File: src/rtl/m_fifo_frame_gen_w11.sv
// Frame source for the 11-bit link-layer stream feeding the short FIFO.
// Word layout: [7:0] payload, [8] SOF, [9] EOF, [10] error.
//
// state | meaning
// ------+--------------------------------------------------------------
// IDLE  | waiting for start; outputs quiet, busy low
// SEND  | presenting frame words, advancing on src_rdy_o & dst_rdy_i
// GAP   | post-frame idle time, busy high, start ignored
module m_fifo_frame_gen_w11 #(
    parameter int LEN_W      = 11,
    parameter int GAP_CYCLES = 4,
    parameter int CNT_W      = 16
) (
    input  logic             clock,
    input  logic             reset,
    input  logic             clear,
    input  logic             start,
    input  logic [LEN_W-1:0] frame_len,
    input  logic [7:0]       seed,
    input  logic             err_inject,
    output logic [10:0]      dataout,
    output logic             src_rdy_o,
    input  logic             dst_rdy_i,
    output logic             busy,
    output logic             done,
    output logic [CNT_W-1:0] frame_count
);

    localparam int GAP_W = (GAP_CYCLES > 1) ? $clog2(GAP_CYCLES) : 1;
    // Gap timer is a down-counter loaded with GAP_CYCLES-1; terminal count is zero.
    localparam logic [GAP_W-1:0] GAP_LOAD = GAP_W'((GAP_CYCLES > 0) ? GAP_CYCLES - 1 : 0);

    typedef enum logic [1:0] {IDLE, SEND, GAP} state_t;

    state_t             state, state_d;
    logic [LEN_W-1:0]   len_q, len_d;
    logic [LEN_W-1:0]   cnt_q, cnt_d;
    logic [7:0]         seed_q, seed_d;
    logic               err_q, err_d;
    logic [GAP_W-1:0]   gap_q, gap_d;
    logic [10:0]        dataout_d;
    logic               src_rdy_d, busy_d, done_d;
    logic [CNT_W-1:0]   frame_count_d;

    logic [LEN_W-1:0]   len_start;
    logic               xfer;
    logic               last;

    // A zero length request still produces one word carrying both SOF and EOF.
    assign len_start = (frame_len == '0) ? LEN_W'(1) : frame_len;
    assign xfer      = src_rdy_o & dst_rdy_i;
    assign last      = (cnt_q == len_q - LEN_W'(1));

    function automatic logic [10:0] make_word(input logic [7:0]       s,
                                              input logic [LEN_W-1:0] k,
                                              input logic [LEN_W-1:0] l,
                                              input logic             e);
        logic eof;
        eof = (k == l - LEN_W'(1));
        return {e & eof, eof, (k == '0), s + 8'(k)};
    endfunction

    // Next-state and next-output decode; every register holds unless changed.
    always_comb begin
        state_d       = state;
        len_d         = len_q;
        cnt_d         = cnt_q;
        seed_d        = seed_q;
        err_d         = err_q;
        gap_d         = gap_q;
        dataout_d     = dataout;
        src_rdy_d     = src_rdy_o;
        busy_d        = busy;
        done_d        = 1'b0;
        frame_count_d = frame_count;

        case (state)
            IDLE: begin
                if (start) begin
                    len_d     = len_start;
                    seed_d    = seed;
                    err_d     = err_inject;
                    cnt_d     = '0;
                    dataout_d = make_word(seed, '0, len_start, err_inject);
                    src_rdy_d = 1'b1;
                    busy_d    = 1'b1;
                    state_d   = SEND;
                end
            end
            SEND: begin
                if (xfer) begin
                    if (last) begin
                        src_rdy_d     = 1'b0;
                        done_d        = 1'b1;
                        frame_count_d = frame_count + CNT_W'(1);
                        if (GAP_CYCLES == 0) begin
                            busy_d  = 1'b0;
                            state_d = IDLE;
                        end else begin
                            gap_d   = GAP_LOAD;
                            state_d = GAP;
                        end
                    end else begin
                        cnt_d     = cnt_q + LEN_W'(1);
                        dataout_d = make_word(seed_q, cnt_q + LEN_W'(1), len_q, err_q);
                    end
                end
            end
            GAP: begin
                if (gap_q == '0) begin
                    busy_d  = 1'b0;
                    state_d = IDLE;
                end else begin
                    gap_d = gap_q - GAP_W'(1);
                end
            end
            default: begin
                state_d = IDLE;
            end
        endcase
    end

    // State and registered outputs; clear returns everything to reset values.
    always_ff @(posedge clock or negedge reset) begin
        if (!reset) begin
            state       <= IDLE;
            len_q       <= '0;
            cnt_q       <= '0;
            seed_q      <= '0;
            err_q       <= 1'b0;
            gap_q       <= '0;
            dataout     <= '0;
            src_rdy_o   <= 1'b0;
            busy        <= 1'b0;
            done        <= 1'b0;
            frame_count <= '0;
        end else if (clear) begin
            state       <= IDLE;
            len_q       <= '0;
            cnt_q       <= '0;
            seed_q      <= '0;
            err_q       <= 1'b0;
            gap_q       <= '0;
            dataout     <= '0;
            src_rdy_o   <= 1'b0;
            busy        <= 1'b0;
            done        <= 1'b0;
            frame_count <= '0;
        end else begin
            state       <= state_d;
            len_q       <= len_d;
            cnt_q       <= cnt_d;
            seed_q      <= seed_d;
            err_q       <= err_d;
            gap_q       <= gap_d;
            dataout     <= dataout_d;
            src_rdy_o   <= src_rdy_d;
            busy        <= busy_d;
            done        <= done_d;
            frame_count <= frame_count_d;
        end
    end

endmodule

File: config.mk
export PLATFORM = sky130hd
export DESIGN_NAME = m_fifo_frame_gen_w11
export DESIGN_NICKNAME = d
export VERILOG_FILES = /design/src/rtl/m_fifo_frame_gen_w11.sv
export SDC_FILE = /design/constraint.sdc
export NUM_CORES = 1
export LEC_CHECK = 0
export ABC_AREA = 1
export CAP_MARGIN = 5
export CELL_PAD_IN_SITES_DETAIL_PLACEMENT = 1
export CELL_PAD_IN_SITES_GLOBAL_PLACEMENT = 2
export CORE_MARGIN = 10
export CORE_UTILIZATION = 28
export DETAILED_ROUTE_END_ITERATION = 8
export GPL_ROUTABILITY_DRIVEN = 0
export MAX_ROUTING_LAYER = met4
export PLACE_DENSITY = 0.76
export SETUP_SLACK_MARGIN = 0.5
export SYNTH_ARGS = -nofsm -noshare
export SYNTH_HDL_FRONTEND = slang
export SYNTH_SLANG_ARGS = --single-unit
File: constraint.sdc
create_clock -name clock -period 2.45 [get_ports clock]
set_input_delay 0.3675 -clock clock [delete_from_list [all_inputs] [get_ports clock]]
set_output_delay 0.3675 -clock clock [all_outputs]
set_load 0.01 [all_outputs]
==> flow_summary.rst, run 1 <==
.. list-table::
   :header-rows: 1

   * - Metric
     - Value
   * - Final-layout fill cell count
     - 2052
   * - Final standard cell utilization of the core
     - 0.427
   * - CTS root buf
     - sky130_fd_sc_hd__clkbuf_16
   * - RSZ-0062 raised after global routing
     - true
   * - Total count of max-transition violations in the final report
     - 0
   * - Highest clock frequency the design can meet
     - 430 MHz
   * - Mapped cell area
     - 4830 um^2
   * - Hold bufs inserted after CTS
     - 0
   * - Number of failing hold endpoints at the final stage
     - 0
   * - I/O pin count
     - 55
   * - Actual slew at the worst max-slew pin
     - approximately 1200 ps
   * - Routed wire per std cell
     - around 18 um
   * - Area of the multi-input gates
     - 3400 um^2
   * - Initial core utilization
     - 0.288
   * - Total number of clock tree sinks
     - 65
   * - Clock tree from TritonCTS
     - yes
   * - Signal arrival time at the worst endpoint
     - 2620 ps
   * - Relative area change from synthesis to final layout
     - 48.2%
   * - First-pass DRT Iterations
     - 4
   * - Number of distinct library cells after synthesis
     - 34
   * - Final HPWL from detailed placement
     - about 13000 um
   * - Diodes inserted
     - 0
   * - Total congestion overflow
     - 0
   * - Latest clock arrival within the worst-skew pair
     - around 340 ps
   * - Seq cells post-synth
     - between 60 and 70
   * - Cell count of the worst reg-to-reg path
     - 14
   * - Largest net degree at the start of global routing
     - 66
   * - Startpoint Class
     - register
   * - Row count
     - 47
   * - Vias in the first global route
     - between 5k and 6k
   * - Area post-placement
     - between 5000 and 6000 um^2
   * - Final net count
     - 881
   * - Post-synth EDFFs
     - 0
   * - Number of H-tree branching levels
     - 3
   * - Per-instance average area after synthesis
     - 6.63 um^2
   * - Cell count after synthesis
     - 728
   * - Worst-path fanout max
     - 4
   * - DRC violation count after routing
     - 0
   * - Total clock buffers created by CTS
     - 9
   * - Final worst-path cycle share
     - 0.950
   * - Power per unit of standard cell area
     - 832 nW/um^2
   * - Layout cell share with drive strength beyond 1
     - 0.300
   * - Number of warnings issued by yosys
     - 0
   * - Critical path class
     - reg -> reg
   * - Critical path data required time
     - 2740 ps
   * - Via-to-Cell Ratio
     - 4.98
   * - Fraction of registers with async set/reset
     - 1.00
   * - Area leader, netlist
     - sky130_fd_sc_hd__dfrtp_1
   * - Clock Pin Slew Worst Setup and Hold Paths
     - 60 ps
   * - Number of max-cap violations
     - 0
   * - Leakage component of the power
     - 3.47 nW
   * - Storage cell area
     - 1630 um^2
   * - Critical Path Sink Type
     - register
   * - Leading post-synthesis cells by cell area
     - sky130_fd_sc_hd__dfrtp_1, sky130_fd_sc_hd__nand2_1, sky130_fd_sc_hd__nand3_1, sky130_fd_sc_hd__inv_1, sky130_fd_sc_hd__nor2_1
   * - Run status
     - finished, final reports clean
   * - Post-Route Skew
     - 10.0 ps
   * - Number of vias after detailed routing
     - 5323
   * - Area share of the leading cell type in the synthesized netlist
     - 0.337
   * - Total wire length
     - 18900 um
   * - Worst ir drop on vdd
     - 473 uV
   * - Global-route wire length before repair
     - 30100 um
   * - Die H
     - ~150 um
   * - Min-Delay Path Class
     - in -> async
   * - Top FF cell, synth
     - sky130_fd_sc_hd__dfrtp_1
   * - Final number of setup-violating endpoints
     - 0
   * - Area of all placed cells without fillers
     - 7160 um^2
   * - Total of buffers placed on input and output ports
     - 54
   * - Share of synthesized area occupied by flip-flops and latches
     - 0.337
   * - Total Routing Usage GR
     - 0.170
   * - DRC marker count from the first detailed-route iteration
     - about 220
   * - Net Count, Synth
     - about 770
   * - Number of nets still failing antenna checks after routing
     - 0
   * - Final Critical Period
     - about 2300 ps
   * - Area of the die
     - between 20000 and 25000 um^2
   * - Normalized max-slew margin
     - 0.215
   * - Antenna violations before repair
     - 0
   * - DIE WIDTH
     - 151 um
   * - Longest Clk Path Bufs
     - 2
   * - Area of the core
     - 16800 um^2
==> layout by cell type, fill, tap and decap left out, types with 4 or more instances in the layout <==
cell type                         netlist  final
sky130_fd_sc_hd__dfrtp_2                0      5
sky130_fd_sc_hd__nand3_2                1     12
sky130_fd_sc_hd__inv_2                  2      5
sky130_fd_sc_hd__nand2_1              259    191
sky130_fd_sc_hd__nand3b_1               4      4
sky130_fd_sc_hd__o21ai_0               18     12
sky130_fd_sc_hd__nand2_8                0      4
sky130_fd_sc_hd__a21oi_1               11      5
sky130_fd_sc_hd__buf_6                  2     16
sky130_fd_sc_hd__nor2_2                 5     10
sky130_fd_sc_hd__a21oi_2                0      4
sky130_fd_sc_hd__ha_4                   0      7
sky130_fd_sc_hd__o22ai_1                9      9
sky130_fd_sc_hd__o21ai_1                4      6
sky130_fd_sc_hd__o21ai_2                9     13
sky130_fd_sc_hd__nand4_1               17     17
sky130_fd_sc_hd__inv_1                 70     65
sky130_fd_sc_hd__xor2_1                13     13
sky130_fd_sc_hd__ha_1                  11      4
sky130_fd_sc_hd__buf_4                  1     42
sky130_fd_sc_hd__nand3_1               96     84
sky130_fd_sc_hd__nor2_1                61     49
sky130_fd_sc_hd__buf_12                 0      7
sky130_fd_sc_hd__clkdlybuf4s50_1        0     53
sky130_fd_sc_hd__nand2_2               21     69
sky130_fd_sc_hd__nand2_4                5     22
sky130_fd_sc_hd__clkbuf_16              0     10
sky130_fd_sc_hd__nor2_4                 5     12
sky130_fd_sc_hd__nor3_1                 8      7
sky130_fd_sc_hd__dfrtp_1               65     60
==> layout make-up <==
type,count,area share
Tap cell,220,0.0385
Inverter,72,0.0388
Multi-Input combinational cell,572,0.476
Timing Repair Buffer,124,0.181
Clock buffer,11,0.0339
Sequential cell,65,0.228
Clock inverter,5,0.00437
==> repair_timing <==
item | in CTS | in global routing
pin swaps | 53 | 46
resized for setup | 90 | 81
gates cloned | 4 | 1
buffers inserted | 36 | 13
endpoints found under the setup margin | 43 | 55
==> worst max-delay path, cell delays in order, from the launching register on <==
cell and delay (ps):
sky130_fd_sc_hd__dfrtp_1 420, sky130_fd_sc_hd__ha_4 200, sky130_fd_sc_hd__nand2_4 80, sky130_fd_sc_hd__inv_2 60, sky130_fd_sc_hd__nor2_4 190, sky130_fd_sc_hd__ha_4 250, sky130_fd_sc_hd__a21oi_2 150, sky130_fd_sc_hd__nand2_2 80
sky130_fd_sc_hd__nand4_1 130, sky130_fd_sc_hd__nand2_2 90, sky130_fd_sc_hd__xor2_1 180, sky130_fd_sc_hd__nand2_1 100, sky130_fd_sc_hd__a21oi_2 210, sky130_fd_sc_hd__nand2_1 80, sky130_fd_sc_hd__nand2_1 50
==> worst paths after layout <==
path | from | end | slack (ps)
worst max register to register | cnt_q[1]$_DFFE_PN0P_ | dataout[7]$_DFFE_PN0P_ | 120
worst max-delay path | cnt_q[1]$_DFFE_PN0P_ | dataout[7]$_DFFE_PN0P_ | 120
max in group asynchronous | reset | cnt_q[0]$_DFFE_PN0P_ | 2080
worst min register to register | gap_q[1]$_DFFE_PN0P_ | gap_q[1]$_DFFE_PN0P_ | 480
min in group clock | gap_q[1]$_DFFE_PN0P_ | gap_q[1]$_DFFE_PN0P_ | 480
worst min-delay path | reset | dataout[4]$_DFFE_PN0P_ | 40
==> registers in the layout (all words and copies together) (netlist names) <==
register     count
err_q            1
len_q           11
busy             1
state            2
seed_q           8
gap_q            2
done             1
frame_count     16
cnt_q           11
src_rdy_o        1
dataout         11
==> logic make-up after synthesis <==
kind of cell / Yosys count / synth area share
compound gates: 58 / 0.0725
xor+xnor: 16 / 0.0290
fa+ha+maj: 12 / 0.0326
buf+inv: 92 / 0.0813
flops: 65 / 0.337
simple gates: 485 / 0.448
==> synth_stat cells (2+ instances only) <==
| cell | instances |
|---|---|
| sky130_fd_sc_hd__nor2_2 | 5 |
| sky130_fd_sc_hd__buf_6 | 2 |
| sky130_fd_sc_hd__nor3_1 | 8 |
| sky130_fd_sc_hd__xor2_1 | 13 |
| sky130_fd_sc_hd__a31oi_1 | 2 |
| sky130_fd_sc_hd__o21ai_0 | 18 |
| sky130_fd_sc_hd__o21ai_2 | 9 |
| sky130_fd_sc_hd__nor4_1 | 3 |
| sky130_fd_sc_hd__a21oi_1 | 11 |
| sky130_fd_sc_hd__nor2_1 | 61 |
| sky130_fd_sc_hd__a22oi_1 | 3 |
| sky130_fd_sc_hd__o21ai_1 | 4 |
| sky130_fd_sc_hd__nand2_2 | 21 |
| sky130_fd_sc_hd__nand3_1 | 96 |
| sky130_fd_sc_hd__inv_1 | 70 |
| sky130_fd_sc_hd__buf_8 | 2 |
| sky130_fd_sc_hd__nor2_4 | 5 |
| sky130_fd_sc_hd__nand3b_1 | 4 |
| sky130_fd_sc_hd__nand2_4 | 5 |
| sky130_fd_sc_hd__ha_1 | 11 |
| sky130_fd_sc_hd__o22ai_1 | 9 |
| sky130_fd_sc_hd__inv_2 | 2 |
| sky130_fd_sc_hd__xnor2_1 | 3 |
| sky130_fd_sc_hd__nand4_1 | 17 |
| sky130_fd_sc_hd__nand2_1 | 259 |
| sky130_fd_sc_hd__dfrtp_1 | 65 |
| sky130_fd_sc_hd__clkbuf_1 | 9 |
| sky130_fd_sc_hd__buf_2 | 5 |
==> metrics by stage <==
step,instances,total power (W),hold WS [ps],TNS (ps),setup WS [ps]
3_5_place_dp,999,0.00379,426,-163,-147
4_1_cts,1055,0.00558,60.0,0,219
3_3_place_gp,999,0.00373,419,-94.1,-94.1
5_1_grt,1069,0.00636,60.9,0,11.3
6_report,1069,0.00596,36.4,0,122
2_1_floorplan,728,0.00295,71.9,0,343
==> routing by layer <==
layer	global-route usage	part of all wire	vias to the layer above
li1	-	-	2591
met2	0.286	0.50	61
met4	0.0332	0.0079	0
met1	0.210	0.47	2658
met5	-	0	-
met3	0.0307	0.024	13
==> power breakdown <==
| part | internal (W) | leakage [nW] | total (W) | switching [W] |
|---|---|---|---|---|
| clock network | 0.000710 | 0.135 | 0.00124 | 0.000530 |
| registers | 0.00127 | 0.867 | 0.00147 | 0.000203 |
| logic | 0.00142 | 2.47 | 0.00324 | 0.00183 |
(Power assumes the default switching activity.)
==> run 2, diff against run 1 <==
Settings changed: SLEW_MARGIN set to 25.
==> flow_summary.rst, run 2 (synthesis results as in run 1) <==
.. list-table::
   :header-rows: 1

   * - Metric
     - Value
   * - Worst-path fanout max
     - 4 (unchanged)
   * - Startpoint Class
     - register (unchanged)
   * - Crit path launch
     - cnt_q[0]$_DFFE_PN0P_ (was cnt_q[1]$_DFFE_PN0P_)
   * - Hold bufs inserted after CTS
     - 0 (unchanged)
   * - Vias in the first global route
     - 5703 (unchanged)
   * - Run status
     - finished, final reports clean (unchanged)
   * - Total count of max-transition violations in the final report
     - 0 (unchanged)
   * - Min-Delay Path Class
     - in -> async (unchanged)
   * - Setup Slack @ Placement
     - -147 ps (unchanged)
   * - Number of H-tree branching levels
     - 3 (unchanged)
   * - Clock tree from TritonCTS
     - yes (unchanged)
   * - Row count
     - 47 (unchanged)
   * - Total Routing Usage GR
     - 0.170 (unchanged)
   * - Area of all placed cells without fillers
     - 7180 um^2 (was 7160 um^2)
   * - Number of nets still failing antenna checks after routing
     - 0 (unchanged)
   * - RSZ-0062 raised after global routing
     - true (unchanged)
   * - Accumulated negative setup slack
     - 0 ps (unchanged)
   * - Via-to-Cell Ratio
     - 4.96 (was 4.98)
   * - Register containing the most flip-flops in the final layout
     - frame_count (unchanged)
   * - Number of flip-flops under the largest register name
     - 16 (unchanged)
   * - Reg2Reg Capture Point
     - dataout[7]$_DFFE_PN0P_ (unchanged)
   * - Critical path class
     - reg -> reg (unchanged)
   * - Normalized max-slew margin
     - 0.485 (was 0.215)
   * - Largest net degree at the start of global routing
     - 66 (unchanged)
   * - Initial core utilization
     - 0.288 (unchanged)
   * - Layout cell share with drive strength beyond 1
     - 0.307 (was 0.300)
   * - Final Critical Period
     - 2290 ps (was 2330 ps)
   * - Power per unit of standard cell area
     - 827 nW/um^2 (was 832 nW/um^2)
   * - Post-Route Skew
     - 10.8 ps (was 10.0 ps)
   * - Worst ir drop on vdd
     - 497 uV (was 473 uV)
   * - Worst setup path endpoint
     - dataout[7]$_DFFE_PN0P_ (unchanged)
   * - Highest clock frequency the design can meet
     - 437 MHz (was 430 MHz)
   * - Reg2Reg Launch Point
     - cnt_q[0]$_DFFE_PN0P_ (was cnt_q[1]$_DFFE_PN0P_)
   * - Final worst-path cycle share
     - 0.934 (was 0.950)
   * - Final number of setup-violating endpoints
     - 0 (unchanged)
   * - Hold Slack
     - 32.6 ps (was 36.4 ps)
   * - Clock Pin Slew Worst Setup and Hold Paths
     - 60 ps (about the same)
   * - Total wire length
     - 18900 um (about the same)
   * - Actual slew at the worst max-slew pin
     - 769 ps (was 1180 ps)
   * - Area post-placement
     - 5760 um^2 (unchanged)
   * - DIE WIDTH
     - 151 um (unchanged)
   * - Relative area change from synthesis to final layout
     - 48.7% (was 48.2%)
   * - Area of the die
     - 22900 um^2 (unchanged)
   * - Total number of clock tree sinks
     - 65 (unchanged)
   * - Most common cell after layout, fill and taps aside
     - sky130_fd_sc_hd__nand2_1 (unchanged)
   * - Longest Clk Path Bufs
     - 2 (unchanged)
   * - Diodes inserted
     - 0 (unchanged)
   * - Minimum setup slack in the final design
     - 161 ps (was 122 ps)
   * - Die H
     - 151 um (unchanged)
   * - Global-route wire length before repair
     - 30100 um (unchanged)
   * - Final-layout fill cell count
     - 2063 (was 2052)
   * - I/O pin count
     - 55 (unchanged)
   * - Total clock buffers created by CTS
     - 9 (unchanged)
   * - Routed wire per std cell
     - 17.6 um (was 17.7 um)
   * - CTS root buf
     - sky130_fd_sc_hd__clkbuf_16 (unchanged)
   * - Final HPWL from detailed placement
     - 13200 um (unchanged)
   * - Number of failing hold endpoints at the final stage
     - 0 (unchanged)
   * - FF-to-FF setup slack
     - 160 ps (was 120 ps)
   * - Antenna violations before repair
     - 0 (unchanged)
   * - Critical Path Sink Type
     - register (unchanged)
   * - Signal arrival time at the worst endpoint
     - 2580 ps (was 2620 ps)
   * - First-pass DRT Iterations
     - 4 (unchanged)
   * - Cell count of the worst reg-to-reg path
     - 14 (unchanged)
   * - Total of buffers placed on input and output ports
     - 54 (unchanged)
   * - DRC violation count after routing
     - 0 (unchanged)
   * - Critical path data required time
     - 2740 ps (about the same)
   * - Total congestion overflow
     - 0 (unchanged)
   * - Number of vias after detailed routing
     - 5309 (was 5323)
   * - Leakage component of the power
     - 3.49 nW (was 3.47 nW)
   * - Final net count
     - 882 (was 881)
   * - Number of max-cap violations
     - 0 (unchanged)
   * - Area of the core
     - 16800 um^2 (unchanged)
   * - DRC marker count from the first detailed-route iteration
     - 230 (was 224)
   * - Top library cells by usage in the layout, fill and taps aside
     - sky130_fd_sc_hd__nand2_1, sky130_fd_sc_hd__nand3_1, sky130_fd_sc_hd__nand2_2 (unchanged)
   * - Latest clock arrival within the worst-skew pair
     - 350 ps (was 340 ps)
[run 2: worst min-delay path by stage]
| stage | slack [ps] | cells after the start | end | start |
|---|---|---|---|---|
| final | 30 | 2 | dataout[3]$_DFFE_PN0P_ | reset |
| after global routing | 60 | 2 | dataout[4]$_DFFE_PN0P_ | reset |
| after CTS | 60 | 2 | dataout[4]$_DFFE_PN0P_ | reset |
| after detailed placement | 430 | 2 | dataout[4]$_DFFE_PN0P_ | reset |
| after global placement | 420 | 2 | err_q$_DFFE_PN0P_ | reset |
| after floorplan | 70 | 0 | busy$_DFFE_PN0P_ | reset |
[run 2: through the flow]
stage | total power (W) | util | std cells
floorplan | 0.00295 | - | 728
global placement | 0.00373 | 0.344 | 999
detailed placement | 0.00379 | 0.344 | 999
CTS | 0.00558 | 0.402 | 1055
global route | 0.00634 | 0.428 | 1070
finish | 0.00594 | 0.428 | 1070
[run 2: worst max-delay path, stage by stage, from the launching register on]
cell	delay [ps]
sky130_fd_sc_hd__dfrtp_2	430
sky130_fd_sc_hd__ha_4	180
sky130_fd_sc_hd__nand2_4	80
sky130_fd_sc_hd__inv_2	60
sky130_fd_sc_hd__nor2_4	190
sky130_fd_sc_hd__ha_4	250
sky130_fd_sc_hd__a21oi_2	150
sky130_fd_sc_hd__nand2_2	80
sky130_fd_sc_hd__nand4_1	130
sky130_fd_sc_hd__nand2_2	90
sky130_fd_sc_hd__xor2_1	170
sky130_fd_sc_hd__nand2_1	90
sky130_fd_sc_hd__a21oi_2	200
sky130_fd_sc_hd__nand2_1	80
sky130_fd_sc_hd__nand2_1	60
[run 2: report_power, final]
| group | internal [W] | switching [W] | leakage, nW | total, W |
|---|---|---|---|---|
| combinational | 0.00140 | 0.00182 | 2.49 | 0.00322 |
| sequential | 0.00127 | 0.000208 | 0.867 | 0.00148 |
| clock | 0.000710 | 0.000533 | 0.135 | 0.00124 |
[run 2: layout make-up]
cell class / instances / area [um^2] / share of cell area
clock inverter: 5 / 31.3 / 0.00436
inverter: 72 / 278 / 0.0387
clock buffer: 11 / 243 / 0.0338
sequential: 65 / 1630 / 0.227
timing repair buffer: 125 / 1300 / 0.181
tap: 220 / 275 / 0.0383
multi-input combinational: 572 / 3420 / 0.476
[run 2: what timing repair did]
action / 4_1_cts / 5_1_grt
gates cloned: 4 / 1
pin swaps: 53 / 51
buffers inserted: 36 / 14
resized for setup: 90 / 86
setup endpoints to repair: 43 / 55
[run 2: per-layer routing]
metal  vias up  global-route usage  wire length (um)
met3        11              0.0307               499
met2        64               0.286              9470
li1       2593                   -                 -
met4         0              0.0332               140
met5         -                   -                 0
met1      2641               0.210              8760
